### src/rtl/aes_pkg.sv
// Shared AES constants, key-schedule FSM states, RCON table and S-box lookup.
// Used by the AES-192 key schedule and the SubBytes datapath.
package aes_pkg;

   localparam int NK192     = 6;
   localparam int NR192     = 12;
   localparam int NWORDS192 = 52;

   typedef enum logic [1:0] {
      ST_IDLE,
      ST_LOAD,
      ST_EXPAND,
      ST_DONE
   } state_t;

   localparam logic [0:7][7:0] RCON = {
      8'h01, 8'h02, 8'h04, 8'h08, 8'h10, 8'h20, 8'h40, 8'h80
   };

   localparam logic [0:255][7:0] SBOX = {
      128'h637c777bf26b6fc53001672bfed7ab76,
      128'hca82c97dfa5947f0add4a2af9ca472c0,
      128'hb7fd9326363ff7cc34a5e5f171d83115,
      128'h04c723c31896059a071280e2eb27b275,
      128'h09832c1a1b6e5aa0523bd6b329e32f84,
      128'h53d100ed20fcb15b6acbbe394a4c58cf,
      128'hd0efaafb434d338545f9027f503c9fa8,
      128'h51a3408f929d38f5bcb6da2110fff3d2,
      128'hcd0c13ec5f974417c4a77e3d645d1973,
      128'h60814fdc222a908846eeb814de5e0bdb,
      128'he0323a0a4906245cc2d3ac629195e479,
      128'he7c8376d8dd54ea96c56f4ea657aae08,
      128'hba78252e1ca6b4c6e8dd741f4bbd8b8a,
      128'h703eb5664803f60e613557b986c11d9e,
      128'he1f8981169d98e949b1e87e9ce5528df,
      128'h8ca1890dbfe6426841992d0fb054bb16
   };

   function automatic logic [7:0] sbox(input logic [7:0] b);
      return SBOX[b];
   endfunction

endpackage

### src/rtl/key_sched_192_ctrl_if.sv
// Handshake and read-port bundle of the AES-192 key schedule.
// Build with KEY_SCHED_ZEROIZE_EN to add the zeroize request line.
interface key_sched_192_ctrl_if;
   logic         start;
   logic [191:0] key_in;
   logic         busy;
   logic         done;
   logic         keys_valid;
   logic [3:0]   rk_idx;
   logic [127:0] rk_out;
`ifdef KEY_SCHED_ZEROIZE_EN
   logic         zeroize;
`endif

   modport master (
`ifdef KEY_SCHED_ZEROIZE_EN
      output zeroize,
`endif
      output start, key_in, rk_idx,
      input  busy, done, keys_valid, rk_out
   );

   modport slave (
`ifdef KEY_SCHED_ZEROIZE_EN
      input  zeroize,
`endif
      input  start, key_in, rk_idx,
      output busy, done, keys_valid, rk_out
   );
endinterface

### src/rtl/key_step_192.sv
// One AES-192 expansion step: six words in, the next six words out.
// w_in[0] is the oldest word of the step (w[6i]).
module key_step_192
   import aes_pkg::*;
(
   input  logic [NK192-1:0][31:0] w_in,
   input  logic [31:0]            rcon,
   output logic [NK192-1:0][31:0] w_out
);

   logic [31:0] rot;
   logic [31:0] sub;

   assign rot = {w_in[NK192-1][23:0], w_in[NK192-1][31:24]};
   assign sub = {sbox(rot[31:24]), sbox(rot[23:16]), sbox(rot[15:8]), sbox(rot[7:0])};

   // Each new word chains off the one just produced.
   always_comb begin
      w_out[0] = w_in[0] ^ sub ^ rcon;
      for (int k = 1; k < NK192; k++) w_out[k] = w_out[k-1] ^ w_in[k];
   end

endmodule

### src/rtl/key_sched_192_ctrl.sv
// AES-192 key schedule sequencer: loads a key, expands 52 words in 8 steps, serves round keys.
// Optional KEY_SCHED_ZEROIZE_EN adds a zeroize input that wipes the schedule and returns to IDLE.
module key_sched_192_ctrl
   import aes_pkg::*;
#(
   parameter int NUM_ROUNDKEYS = NR192 + 1,
   parameter int NUM_ITER      = 8
) (
   input logic                 clk,
   input logic                 rst_n,
   key_sched_192_ctrl_if.slave ks
);

   localparam int ITW = $clog2(NUM_ITER);

   state_t                  state_q, state_d;
   logic [ITW-1:0]          iter_q;
   logic [31:0]             w_q [NWORDS192];
   logic                    done_q, kv_q;
   logic [127:0]            rk_q, rk_sel;
   logic                    ld_en, exp_en, fin, zero_req;
   logic [NK192-1:0][31:0]  step_in, step_out;

`ifdef KEY_SCHED_ZEROIZE_EN
   assign zero_req = ks.zeroize;
`else
   assign zero_req = 1'b0;
`endif

   always_ff @(posedge clk or negedge rst_n) begin
      if (!rst_n) state_q <= ST_IDLE;
      else        state_q <= state_d;
   end

   // The key is captured on the accepting edge, so w0..w5 are in place during LOAD.
   always_comb begin
      state_d = state_q;
      ld_en   = 1'b0;
      exp_en  = 1'b0;
      fin     = 1'b0;
      case (state_q)
         ST_IDLE, ST_DONE: if (ks.start) begin
            state_d = ST_LOAD;
            ld_en   = 1'b1;
         end
         ST_LOAD: state_d = ST_EXPAND;
         ST_EXPAND: begin
            exp_en = 1'b1;
            if (iter_q == ITW'(NUM_ITER - 1)) begin
               state_d = ST_DONE;
               fin     = 1'b1;
            end
         end
         default: state_d = ST_IDLE;
      endcase
      if (zero_req) begin
         state_d = ST_IDLE;
         ld_en   = 1'b0;
         exp_en  = 1'b0;
         fin     = 1'b0;
      end
   end

   always_ff @(posedge clk or negedge rst_n) begin
      if (!rst_n) begin
         iter_q <= '0;
         done_q <= 1'b0;
         kv_q   <= 1'b0;
      end else begin
         done_q <= fin;
         if (ld_en || zero_req) iter_q <= '0;
         else if (exp_en)       iter_q <= iter_q + 1'b1;
         if (ld_en || zero_req) kv_q <= 1'b0;
         else if (fin)          kv_q <= 1'b1;
      end
   end

   always_comb begin
      step_in = '0;
      for (int i = 0; i < NUM_ITER; i++)
         if (iter_q == ITW'(i))
            for (int k = 0; k < NK192; k++) step_in[k] = w_q[NK192*i + k];
   end

   key_step_192 u_step (
      .w_in  (step_in),
      .rcon  ({RCON[iter_q], 24'h0}),
      .w_out (step_out)
   );

   // Step i lands in words 6i+6..6i+11; words past 51 simply have no slot.
   always_ff @(posedge clk or negedge rst_n) begin
      if (!rst_n) begin
         for (int j = 0; j < NWORDS192; j++) w_q[j] <= '0;
      end else if (zero_req) begin
         for (int j = 0; j < NWORDS192; j++) w_q[j] <= '0;
      end else begin
         for (int k = 0; k < NK192; k++)
            if (ld_en) w_q[k] <= ks.key_in[32*(NK192-1-k) +: 32];
         for (int j = NK192; j < NWORDS192; j++)
            if (exp_en && iter_q == ITW'(j/NK192 - 1)) w_q[j] <= step_out[j % NK192];
      end
   end

   always_comb begin
      rk_sel = '0;
      for (int r = 0; r < NUM_ROUNDKEYS; r++)
         if (ks.rk_idx == 4'(r))
            rk_sel = {w_q[4*r], w_q[4*r+1], w_q[4*r+2], w_q[4*r+3]};
   end

   always_ff @(posedge clk or negedge rst_n) begin
      if (!rst_n)               rk_q <= '0;
      else if (zero_req || !kv_q) rk_q <= '0;
      else                      rk_q <= rk_sel;
   end

   assign ks.busy       = (state_q == ST_LOAD) || (state_q == ST_EXPAND);
   assign ks.done       = done_q;
   assign ks.keys_valid = kv_q;
   assign ks.rk_out     = rk_q;

endmodule

### src/flat_wrapper.sv
// flat-port wrapper written by rule: the top's interface ports become plain ports
module key_sched_192_ctrl_flat import aes_pkg::*;
#(
   parameter int NUM_ROUNDKEYS = NR192 + 1,
   parameter int NUM_ITER      = 8
)
  (clk, rst_n, ks_start, ks_key_in, ks_rk_idx, ks_busy, ks_done, ks_keys_valid, ks_rk_out);
  key_sched_192_ctrl_if ks_i ();
  input logic clk;
  input logic rst_n;
  input wire logic [$bits(ks_i.start)-1:0] ks_start;
  input wire logic [$bits(ks_i.key_in)-1:0] ks_key_in;
  input wire logic [$bits(ks_i.rk_idx)-1:0] ks_rk_idx;
  output wire logic [$bits(ks_i.busy)-1:0] ks_busy;
  output wire logic [$bits(ks_i.done)-1:0] ks_done;
  output wire logic [$bits(ks_i.keys_valid)-1:0] ks_keys_valid;
  output wire logic [$bits(ks_i.rk_out)-1:0] ks_rk_out;
  assign ks_i.start = ks_start;
  assign ks_i.key_in = ks_key_in;
  assign ks_i.rk_idx = ks_rk_idx;
  assign ks_busy = ks_i.busy;
  assign ks_done = ks_i.done;
  assign ks_keys_valid = ks_i.keys_valid;
  assign ks_rk_out = ks_i.rk_out;
  key_sched_192_ctrl #(.NUM_ROUNDKEYS(NUM_ROUNDKEYS), .NUM_ITER(NUM_ITER)) u_core (.clk(clk), .rst_n(rst_n), .ks(ks_i));
endmodule
### config.mk
export PLATFORM = sky130hd
export DESIGN_NAME = key_sched_192_ctrl_flat
export DESIGN_NICKNAME = d
export VERILOG_FILES = /design/src/rtl/aes_pkg.sv /design/src/rtl/key_sched_192_ctrl_if.sv /design/src/rtl/key_step_192.sv /design/src/rtl/key_sched_192_ctrl.sv /design/src/flat_wrapper.sv
export SDC_FILE = /design/constraint.sdc
export NUM_CORES = 2
export LEC_CHECK = 0
export BUFFER_PORTS_ARGS = -buffer_cell sky130_fd_sc_hd__clkbuf_2
export CAP_MARGIN = 20
export CORE_MARGIN = 3
export CORE_UTILIZATION = 30
export CTS_BUF_LIST = sky130_fd_sc_hd__clkbuf_4
export DETAILED_ROUTE_END_ITERATION = 12
export MAX_ROUTING_LAYER = met4
export PLACE_DENSITY_LB_ADDON = 0.25
export SYNTH_ARGS = -nofsm -noshare
export SYNTH_HDL_FRONTEND = slang
export SYNTH_SLANG_ARGS = --single-unit
### constraint.sdc
create_clock -name clk -period 14.67 [get_ports clk]
set_input_delay 0.7335 -clock clk [delete_from_list [all_inputs] [get_ports clk]]
set_output_delay 0.7335 -clock clk [all_outputs]
set_load 0.02 [all_outputs]
# Word level (Yosys, flattened, before mapping)
# Memory sizes are Yosys's and may differ from the RTL's.
# Cells that the tools add are included.
# totals
regBits	1799
mem_bits_ro	8256
word_cells	164
n_memories	5
# memory_table
name	depth	word_bits	rd	rd_clocked_by_memory_dff	write_ports	line	text
(name not given)	256	8	1	0	0	aes_pkg.sv:40	return SBOX[b];
(name not given)	256	8	1	0	0	aes_pkg.sv:40	
(name not given)	256	8	1	0	0	aes_pkg.sv:40	
(name not given)	256	8	1	0	0	aes_pkg.sv:40	
(name not given)	8	8	1	0	0	key_sched_192_ctrl.sv:87	.rcon ({RCON[iter_q], 24'h0}),
# classes
n_addsub	1
n_lt_le_gt_ge	5
n_eq_ne	24
n_mux	44
bitwise	12
n_reduce_logical	16
# ops
operator	n
$mux W128	14
$mux W192	8
$xor A32 B32 Y32	7
$mux W8	10
$ge A9 B9 Y1 const B	4
$not A8 Y9	4
$eq A4 B4 Y1 const B	5
$eq A4 B3 Y1 const B	4
$eq A3 B3 Y1 const B	4
$eq A4 B2 Y1 const B	2
$logic_and A1 B1 Y1	8
$mux W1	7
$eq A3 B2 Y1 const B	2
$mux W3	2
$pmux W2 S3	1
$eq A2 B2 Y1 const B	2
$eq A4 B1 Y1 const B	1
$ge A4 B4 Y1 const B	1
$logic_not A4 Y1	1
$mux W2	2
$not A3 Y4	1
$reduce_bool A2 Y1	2
$add A3 B1 Y3 const B	1
$eq A3 B1 Y1 const B	1
other kinds (8)	8

# Logic depth before layout (Yosys ltp)
# logic_depth
depth_word	20
depth_mapped	31

# By module
# Synthesis repeated with hierarchy kept, for this count alone.
# hier_totals
cells_unflattened	10707
hier_area_um2	110837.6
# by_module_without_submodules
module	n_inst	cells_each	area_each_um2	seq_area_each_um2
key_sched_192_ctrl	1	8258	93591.0	45018.2
key_step_192	1	2449	17246.5	0.0

# Worst setup path before layout
# No wires, ideal clock.
# synth_path
kind	reg-to-reg
from	register u_core.iter_q[2]
to	register u_core.w_q[565] (netlist name)
setup_ps	133
t_arrival_ps	5885
slack_ps	8652
path_stages_with_launch	32
path_buffers	12
synth_period_minus_slack_ps	6018
cell_sequence	dfrtp_1 > buf_6 > inv_1 > buf_2 > buf_2 > buf_1 > ha_1 > buf_2 > or2_1 > buf_2 > buf_4 > a221oi_1 > o221ai_1 > and2_1 > buf_2 > inv_2 > buf_2 > buf_2 > ha_1 > clkbuf_1 > inv_1 > o21ai_0 > and3_1 > o21ai_0 > a311oi_1 > a31oi_1 > o21ai_1 > xor2_2 > xnor2_2 > buf_2 > xor2_2 > o21ai_0
# synth_between
elab_chain_len	19
# synth_rtl
item	line	text
start, declared	key_sched_192_ctrl.sv:17	logic [ITW-1:0] iter_q;
start signal, assigned	key_sched_192_ctrl.sv:72	else if (exp_en) iter_q <= iter_q + 1'b1;
$logic_not A3 Y1	key_sched_192_ctrl.sv:81	if (iter_q == ITW'(i))
$mux W192 (8 in series)	key_sched_192_ctrl.sv:81	
$not A8 Y9 (implied by the code)	aes_pkg.sv:40	
$mem_v2 Z256 W8	n/a	
$mux W8 (implied by the code) (2 in series)	aes_pkg.sv:40	
$xor A32 B32 Y32 (2 in series)	key_step_192.sv:19	w_out[0] = w_in[0] ^ sub ^ rcon;
$xor A32 B32 Y32 (4 in series)	key_step_192.sv:20	for (int k = 1; k < NK192; k++) w_out[k] = w_out[k-1] ^ w_in[k];
end signal, assigned by index	key_sched_192_ctrl.sv:99	if (ld_en) w_q[k] <= ks.key_in[32*(NK192-1-k) +: 32];
end signal, assigned by index	key_sched_192_ctrl.sv:101	if (exp_en && iter_q == ITW'(j/NK192 - 1)) w_q[j] <= step_out[j % NK192];
end, declared	key_sched_192_ctrl.sv:18	logic [31:0] w_q [NWORDS192];
# Several ways; a longest one is shown, not always the timed one. The select of a mux whose other input is x is not followed.
# A chain may end at the register's enable or synchronous reset.

# Worst setup path in the final report
# layout_path
from	register u_core.iter_q[2]
to	register u_core.w_q[1302] (netlist name)
# layout_between
elab_chain_len	20
# layout_rtl
item	line
$logic_not A3 Y1	key_sched_192_ctrl.sv:81, key_sched_192_ctrl.sv:101
$mux W192 (8 in series)	key_sched_192_ctrl.sv:81
$not A8 Y9 (implied by the code)	aes_pkg.sv:40
$mem_v2 Z256 W8	n/a
$mux W8 (implied by the code) (2 in series)	aes_pkg.sv:40
$xor A32 B32 Y32 (2 in series)	key_step_192.sv:19
$xor A32 B32 Y32 (5 in series)	key_step_192.sv:20
# Several ways; a longest one is shown, not always the timed one. The select of a mux whose other input is x is not followed.

==> flow_summary.toml <==
[run_status]
outcome = "finished, final reports clean"

[timing]
setup_violations = 0
tightestPinTransition_ns = 1.38
rsz0062_at_grt = "no"
max_freq_mhz = 111
max_slew_margin_pct = 7.78
hold_violations = 0
finalMaxSlewViolations = 0
fin_skew_ns = 0.247
tns_ns = 0
period_minus_slack_ns = 9.03
fin_crit_sh_pct = 61.5
fin_ws_ns = 5.64

[place]
gp_congestion = 1.03
place_hpwl_mm = 368
placedCellCount = 15800
place_ws_ns = 5.97
io_buffers = 329
place_area_um2 = 109000

[routing]
first_iter_violations = 16700
drc_errors = 0
dr.pass1.iters = 10
via_per_inst = 6.17
ant_nets = 0
vias = 106000
wl_per_cell_um = 32.9
routed_wirelength_mm = 564

[synth]
synthTopCellsByArea = "dfrtp_1, o21ai_0, nand2_1"
syn_area_per_cell_um2 = 8.70
async_reset_ff_share_pct = 100
syn_inst = 11800
synth-seq-cells = 1799
ys.flop_type = "dfrtp_1"
netlist.area_leader.share_pct = 43.9
yosys_warnings = 0
synth_cell_types = 124
synthTopCellsByCount = "nand2_1, o21ai_0, dfrtp_1, clkbuf_1, a21oi_1"
synth_top_cell_by_area = "dfrtp_1"
syn_area_um2 = 103000
synth_edf_count = 0
yosysSeqAreaShare_pct = 43.9
syn-num-nets = 12000
synth_most_common_cell = "nand2_1"

[cts]
ctsResizeCount = 0
clock_latency_ns = 1.67
cts_root_buffer = "clkbuf_4"
cts_tree = "yes"
postCtsHoldBufs = 386
clock_sinks = 1799
cts_buffers = 535
htree_levels = 6
clock_path_buffers = 4
clk_pin_slew_worst_paths_ns = 0.07
cts_setup_buffers = 0

[layout]
synthToLayoutAreaGrowth_pct = 16.6
nets = 12500
instances_no_fill = 17200
fin_area_um2 = 120000
drive_gt1_share_pct = 16.0
nFillCells = 35600
regArea_um2 = 45000
multi_input_area_um2 = 52900

[floorplan]
die_x_um = 591
ios = 330
core_area_um2 = 340000
die_y_um = 591
initial_core_util_pct = 30.1
rows = 214
dieArea_um2 = 349000

[global_route]
antenna_found_initial = 52
overflow = 0
grt_pass1_vias = 101000
grt_pass1_wl_mm = 792
grt_max_degree = 191
grt_use_total_pct = 32.2

[hold_path]
min_path_type = "in -> reg"

[critical_path]
critPathCaptureType = "flip-flop"
crit_required_ns = 15.95
critPathMaxFanout = 101
arrival_ns = 10.31
critPathKind = "reg -> reg"
cp-start-kind = "flip-flop"

[flow_run]
max-cap-violations = 0
==> layout by cell type (no fill, tap or decap), drive strengths merged, types with 62 or more instances in the layout <==
cell type and instances:
a22oi 446, o211ai 252, nand3 210, xnor2 223
nand2 2056, nand4 103, diode 62, dlygate4sd3 385
a211oi 96, a31oi 221, a221oi 324, ha 63
clkbuf 1073, a311oi 84, o311ai 177, mux2 197
inv 88, buf 392, a222oi 114, nor2 494
a21oi 518, dfrtp 1799, nor3 150, or3 77
o21ai 2030, xor2 94, clkinv 94
==> area by class of cell <==
class	instances	share of cell area, %
multi-input cells	8705	44.3
inverters	69	0.227
repair buffers	1105	7.41
clock inverters	134	0.866
flip-flops and latches	1799	37.7
clock buffers	745	4.68
diodes	62	0.130
well taps	4536	4.75
==> routing by layer <==
metal | share of wire [%] | track usage, % | wire length (um)
met5 | 0 | - | 0
met4 | 8.1 | 21.3 | 45500
met3 | 13 | 10.4 | 71300
met2 | 40 | 43.8 | 228000
met1 | 39 | 40.4 | 219000
==> final timing paths <==
kind                                          to             start  slack [ns]  cells past startpoint
worst max-delay path            u_core.w_q[1302]  u_core.iter_q[2]        5.64                     22
worst min-delay path            u_core.w_q[1483]     ks_key_in[11]         0.1                      3
worst max register to register  u_core.w_q[1302]  u_core.iter_q[2]        5.64                     22
worst min register to register    u_core.w_q[99]    u_core.w_q[99]        0.48                      2
max in group asynchronous       u_core.w_q[1611]             rst_n       11.55                      6
min in group asynchronous        u_core.w_q[582]             rst_n        0.42                      4
==> flip-flops by register name (all words and copies together), names as in the netlist <==
name / flops
u_core.iter_q: 3
u_core.state_q: 2
u_core.ks.rk_out: 128
u_core.ks.keys_valid: 1
u_core.ks.done: 1
u_core.w_q: 1664
==> stage by stage <==
step	hold slack [ns]	utilization, %
4_1_cts	0.00182	35.1
2_1_floorplan	0.438	-
3_3_place_gp	0.462	31.9
3_5_place_dp	0.471	32.0
5_1_grt	0.0962	35.1
6_report	0.0983	35.2
==> critical path, stage by stage (launching register included) <==
cell and delay, ns:
dfrtp_4 0.66, inv_2 0.16, ha_4 0.58, buf_12 0.46
a21boi_2 0.67, a22o_1 0.25, nand3_1 0.17, a2bb2oi_1 0.20
buf_4 0.36, inv_2 0.28, ha_1 0.55, a21oi_1 0.82
o21ai_0 0.23, a21oi_1 0.24, o21ai_0 0.13, a211oi_1 0.31
o31ai_1 0.17, buf_4 0.21, xnor2_2 0.13, buf_4 0.27
xnor2_2 0.94, xor2_1 0.67, o21ai_0 0.19
==> kinds of logic after synthesis <==
kind of cell	Yosys count	share of synthesized area, %
AO/OA/AOI/OAI	4776	30.4
XOR/XNOR	319	3.24
adder cells (fa/ha/maj)	63	0.769
buffers and inverters	1273	5.30
flip-flops	1799	43.9
multiplexers	246	2.69
AND/OR/NAND/NOR	3301	13.7
Power is not shown: default switching activity piles up to over one toggle a cycle in this logic, so the estimate is an artifact.
